[config.mk]
export PLATFORM = sky130hd
export DESIGN_NAME = adc_sequencer
export DESIGN_NICKNAME = d
export VERILOG_FILES = /design/src/rtl/adc_sequencer.sv
export SDC_FILE = /design/constraint.sdc
export NUM_CORES = 1
export LEC_CHECK = 0
export ABC_AREA = 1
export ABC_CLOCK_PERIOD_IN_PS = 5130
export CAP_MARGIN = 30
export CORE_MARGIN = 10
export CORE_UTILIZATION = 34
export DETAILED_ROUTE_END_ITERATION = 10
export PLACE_DENSITY = 0.58
export SLEW_MARGIN = 0
export SYNTH_ARGS = -nofsm -noshare
export SYNTH_HDL_FRONTEND = slang
export SYNTH_SLANG_ARGS = --single-unit
[constraint.sdc]
create_clock -name clk -period 5.13 [get_ports clk]
set_input_delay 0.7695 -clock clk [delete_from_list [all_inputs] [get_ports clk]]
set_output_delay 0.7695 -clock clk [all_outputs]
set_load 0.03 [all_outputs]
[src/rtl/adc_sequencer.sv]
// Scan sequencer for a 16-bit SPI ADC master: walks the masked channels, triggers
// one frame per channel, captures each sample into a per-channel result register.
`timescale 1ns/1ps
module adc_sequencer #(
    parameter int         RES_W   = 12,
    parameter int         TIMEOUT = 4000000,
    parameter logic [4:0] CMD_HI  = 5'b11000
) (
    input  logic             clk,
    input  logic             resn,
    input  logic             enable,
    input  logic [7:0]       chanMask,
    input  logic [15:0]      interval,
    output logic             trig,
    output logic [15:0]      wrData,
    input  logic [15:0]      rdData,
    input  logic             ss,
    input  logic [2:0]       rdAddr,
    input  logic             rdStrobe,
    output logic [RES_W-1:0] result,
    output logic [7:0]       newData,
    output logic             scanDone,
    output logic             timeoutErr
);
    localparam int            TW       = $clog2(TIMEOUT + 1);
    localparam logic [TW-1:0] TMO_LAST = TW'(TIMEOUT - 1);

    typedef enum logic [2:0] {
        S_IDLE, S_SELECT, S_START, S_BUSY, S_CAPTURE, S_NEXT, S_WAIT
    } state_t;

    state_t           state_q;
    logic             ss_meta_q, ss_s_q;
    logic [1:0]       settle_q;
    logic [2:0]       chan_q;
    logic             trig_q, scan_done_q, timeout_q;
    logic [15:0]      wr_q;
    logic [15:0]      cnt_q;
    logic [TW-1:0]    tmo_q;
    logic [7:0]       new_q;
    logic [RES_W-1:0] res_q [8];

    logic [2:0]       sel_chan;
    logic [3:0]       above;
    logic             unused_rd;

    // Lowest masked channel at or after s, wrapping 7 -> 0.
    function automatic logic [2:0] first_from(input logic [7:0] m, input logic [2:0] s);
        logic [2:0] r;
        logic [2:0] idx;
        r = s;
        for (int i = 7; i >= 0; i--) begin
            idx = s + 3'(i);
            if (m[idx]) r = idx;
        end
        return r;
    endfunction

    // {found, index} of the lowest masked channel strictly above s, no wrap.
    function automatic logic [3:0] next_above(input logic [7:0] m, input logic [2:0] s);
        logic [3:0] r;
        r = 4'b0000;
        for (int i = 7; i >= 0; i--) begin
            if ((3'(i) > s) && m[i]) r = {1'b1, 3'(i)};
        end
        return r;
    endfunction

    assign sel_chan   = first_from(chanMask, chan_q);
    assign above      = next_above(chanMask, chan_q);
    assign unused_rd  = ^rdData;

    assign trig       = trig_q;
    assign wrData     = wr_q;
    assign newData    = new_q;
    assign scanDone   = scan_done_q;
    assign timeoutErr = timeout_q;
    assign result     = res_q[rdAddr];

    always_ff @(posedge clk or posedge resn) begin
        if (resn) begin
            state_q     <= S_IDLE;
            ss_meta_q   <= 1'b1;
            ss_s_q      <= 1'b1;
            settle_q    <= 2'b00;
            chan_q      <= 3'd0;
            trig_q      <= 1'b0;
            scan_done_q <= 1'b0;
            timeout_q   <= 1'b0;
            wr_q        <= 16'h0000;
            cnt_q       <= 16'h0000;
            tmo_q       <= '0;
            new_q       <= 8'h00;
            for (int i = 0; i < 8; i++) res_q[i] <= '0;
        end else begin
            ss_meta_q   <= ss;
            ss_s_q      <= ss_meta_q;
            // The synchroniser resets to "idle high"; do not trust it until real
            // ss has propagated through both flops, so an in-flight frame drains.
            settle_q    <= {settle_q[0], 1'b1};
            scan_done_q <= 1'b0;
            if (rdStrobe) new_q[rdAddr] <= 1'b0;

            case (state_q)
                S_IDLE: begin
                    trig_q <= 1'b0;
                    if (enable && (chanMask != 8'h00) && ss_s_q && settle_q[1])
                        state_q <= S_SELECT;
                end
                S_SELECT: begin
                    if (chanMask != 8'h00) begin
                        chan_q  <= sel_chan;
                        wr_q    <= {CMD_HI, sel_chan, 8'h00};
                        trig_q  <= 1'b1;
                        tmo_q   <= '0;
                        state_q <= S_START;
                    end else begin
                        state_q <= S_IDLE;
                    end
                end
                S_START, S_BUSY: begin
                    if (tmo_q == TMO_LAST) begin
                        timeout_q <= 1'b1;
                        trig_q    <= 1'b0;
                        state_q   <= S_IDLE;
                    end else begin
                        tmo_q <= tmo_q + TW'(1);
                        if (state_q == S_START && !ss_s_q) begin
                            trig_q  <= 1'b0;
                            state_q <= S_BUSY;
                        end else if (state_q == S_BUSY && ss_s_q) begin
                            state_q <= S_CAPTURE;
                        end
                    end
                end
                S_CAPTURE: begin
                    res_q[chan_q] <= rdData[RES_W-1:0];
                    new_q[chan_q] <= 1'b1;
                    state_q       <= S_NEXT;
                end
                S_NEXT: begin
                    if (above[3]) begin
                        chan_q  <= above[2:0];
                        state_q <= enable ? S_SELECT : S_IDLE;
                    end else begin
                        scan_done_q <= 1'b1;
                        chan_q      <= 3'd0;
                        if (!enable)
                            state_q <= S_IDLE;
                        else if (interval == 16'h0000)
                            state_q <= S_SELECT;
                        else begin
                            cnt_q   <= interval - 16'd1;
                            state_q <= S_WAIT;
                        end
                    end
                end
                S_WAIT: begin
                    if (cnt_q == 16'h0000)
                        state_q <= enable ? S_SELECT : S_IDLE;
                    else
                        cnt_q <= cnt_q - 16'd1;
                end
                default: state_q <= S_IDLE;
            endcase
        end
    end
endmodule

==> summary.txt <==
CP delay by family, top -> buffers and inverters
maximum clock path buffer count -> 2
Worst VDD drop -> 0.000206 V
Gate Count Post-Synth -> 1129
Num CTS Buffers -> 17
Initial DRT Pass Iterations -> 5
Post-route DRC -> 0
max_cap viols -> 0
largest net degree at the start of global routing -> 73
PostCTS Resize Cnt -> 0
Root Driver -> clkbuf_16
final setup fails -> 0
area grow syn2layout -> 19.0%
worst path arrival time -> 2.96 ns
I/O Pins -> 87
share of layout cells above drive strength 1 -> 8.99%
vias in the first global route -> 7452
synth warn -> 0
# diodes -> 0
Startpoint Class -> input port
RSZ-0062 raised after global routing -> false
CP max stage delay -> 0.75 ns
Critical Path Stages -> 9
Starting DRT DRC Count -> 585
gpl congestion -> 0.873
first-pass GRT wire length -> 39100 um
Final Skew -> 0.0244 ns
Post-synth EDFFs -> 0
Detail Placement HPWL -> 16200 um
max-slew violations -> 0
setup_tns -> 0 ns
Crit Path Class -> input port to output port
Worst Path Buf+Inv -> 4
Critical Path End Type -> output port
total number of vias -> 7575
part of the Yosys area used for sequential elements -> 45.9%
Pwr Density -> 272 nW/um^2
drt total wl -> 23200 um
DP Area -> 9660 um^2
most common flop cell mapped by yosys -> dfrtp_1
crit path max fanout -> 13
Yosys reg bits -> 159
Initial Util -> 34.5%
total gr overflow -> 0
die height -> 180 um
Clock transition at path regs -> 0.07 ns
chip width -> 180 um
die footprint -> 32300 um^2
status -> finished, final reports clean
Mean Syn Cell Area -> 7.68 um^2
cell area after synthesis -> 8670 um^2
Max Clock Freq -> 0.268 GHz
clock sinks -> 159
crit path time final -> 3.73 ns
postcts setup bufs -> 0
nets@finish -> 1248
drt wl/cell -> 15.1 um
# hold bufs at CTS -> 0
TritonCTS clock tree -> yes
IO Port Bufs -> 71
endpoints failing hold -> 0
R2R depth -> 11
critical-path cell list -> clkdlybuf4s50_1, nand2_1, inv_1, buf_4, nand2_1, nand3_1, a211oi_1, a31oi_1, clkdlybuf4s50_1
vias per inst -> 4.94
Hold Path Depth -> 0
Leak -> 5.07 nW
CP required -> 4.36 ns
design area -> 10300 um^2
Min-Delay Path Class -> register to register
antenna-violating nets left -> 0
slowest cell on the critical path -> clkdlybuf4s50_1
Period Utilization, post-route -> 72.6%
core area -> 25100 um^2
Netlist cell types -> 51
H-tree depth -> 4
Cell Rows -> 58
Async SR Flop Fraction -> 100%
initial antenna violation count -> 0
Worst-Skew Late Latency -> 0.44 ns
worst slew pin tran -> 0.932 ns
Slew HR -> 37.7%
total track usage -> 14.4%
-- cells in the final DEF, fill, tap and decap left out, types with 3 or more instances in the layout --
cell / synthesis / layout
a21oi_1: 31 / 31
a31oi_1: 3 / 3
buf_4: 14 / 20
buf_8: 0 / 5
clkbuf_16: 0 / 17
clkdlybuf4s50_1: 0 / 60
clkinv_4: 0 / 3
clkinv_8: 0 / 9
conb_1: 2 / 12
dfrtp_1: 157 / 157
ha_1: 11 / 11
inv_1: 105 / 104
inv_2: 5 / 5
nand2_1: 265 / 265
nand2_2: 7 / 7
nand3_1: 66 / 66
nand4_1: 14 / 14
nor2_1: 134 / 134
nor2_2: 4 / 4
nor2_4: 6 / 6
nor3_1: 10 / 10
nor4_1: 5 / 5
o2111ai_1: 11 / 11
o21ai_0: 173 / 173
o21ai_2: 10 / 10
o21ai_4: 3 / 3
o22ai_1: 3 / 3
o31ai_1: 3 / 3
xnor2_1: 4 / 4
xor2_1: 12 / 12
-- kinds of logic (layout without fill, tap and decap cells) --
| logic type | after synthesis | after routing | synth area share (%) |
|---|---|---|---|
| AOI/OAI and AO/OA | 250 | 250 | 16.4 |
| xor gates and xnor gates | 16 | 16 | 1.62 |
| adders and majority gates | 11 | 11 | 1.59 |
| buffers and inverters | 167 | 230 | 8.39 |
| DFF | 159 | 159 | 45.9 |
| other | 2 | 12 | 0.0866 |
| and+or+nand+nor | 524 | 524 | 26.1 |
-- power breakdown --
part           total (W)  switching, W  internal (W)
combinational   0.000223      0.000150     0.0000736
sequential       0.00126    0.00000263       0.00126
clock            0.00132      0.000644      0.000674
-- cell usage after synthesis, types with 4 or more instances --
library cell	number	area share (%)
o21ai_0	173	10
o21ai_2	10	1.0
nand3_1	66	3.8
a21oi_1	31	1.8
inv_1	105	4.5
o2111ai_1	11	1.1
buf_2	7	0.40
clkbuf_1	30	1.3
dfrtp_1	157	45
nor2_4	6	0.78
nand2_1	265	11
buf_4	14	1.2
ha_1	11	1.6
nor2_1	134	5.8
nand4_1	14	1.0
nor2_2	4	0.29
nor3_1	10	0.58
xor2_1	12	1.2
nor4_1	5	0.36
nand2_2	7	0.50
xnor2_1	4	0.40
inv_2	5	0.22
-- metrics by stage --
step | utilization, % | std cells | hold WS (ns) | setup WS (ns) | total power, W
floorplan | - | 1139 | 0.331 | 0.0722 | 0.00141
global placement | 38.1 | 1494 | 0.333 | 1.40 | 0.00151
detailed placement | 38.5 | 1499 | 0.341 | 1.41 | 0.00151
CTS | 41.0 | 1531 | 0.357 | 1.41 | 0.00284
global route | 41.1 | 1532 | 0.373 | 1.29 | 0.00291
finish | 41.1 | 1532 | 0.355 | 1.40 | 0.00280
-- layer usage --
metal  track usage [%]  vias up  share of wire, %
li1                  -     3799                 -
met1              19.6     3621                49
met2              22.8      143                46
met3              3.45       12               4.6
met4              3.44        0              0.79
met5                 0        -                 0
-- final timing paths --
path | start | to | slack [ns]
worst max-delay path | rdAddr[2] | result[10] | 1.40
worst min-delay path | settle_q[0]$_DFF_PP0_ | settle_q[1]$_DFF_PP0_ | 0.36
worst max register to register | chan_q[1]$_DFFE_PP0P_ | cnt_q[6]$_DFFE_PP0P_ | 2.07
worst min register to register | settle_q[0]$_DFF_PP0_ | settle_q[1]$_DFF_PP0_ | 0.36
max in group asynchronous | resn | ss_s_q$_DFF_PP1_ | 3.43
min in group asynchronous | resn | cnt_q[2]$_DFFE_PP0P_ | 0.82
-- worst register-to-register path, stage by stage, from the launching register on --
cell      delay [ns]
dfrtp_1         0.68
inv_1           0.34
ha_1            0.34
nor2_1          0.11
nor2_1          0.07
a21boi_1        0.24
nand3_1         0.16
nor2_2          0.21
nand2_2         0.13
nand2_2         0.43
o21ai_0         0.18
o21ai_0         0.10
-- cell type report --
cell class | instances | area, um^2
fill | 2646 | 14800
clock inverter | 15 | 216
multi-input combinational | 813 | 4000
clock buffer | 17 | 425
inverter | 112 | 427
sequential | 159 | 3980
timing repair buffer | 86 | 853
tap | 330 | 413
-- state kept, by name, summed over array words and instances, names as in the netlist --
name	flops
chan_q	3
cnt_q	16
newData	8
res_q	96
scanDone	1
settle_q	2
ss_meta_q	1
ss_s_q	1
state_q	3
timeoutErr	1
tmo_q	22
trig	1
wrData	4
Note: power is estimated with default switching activity, not from simulation.
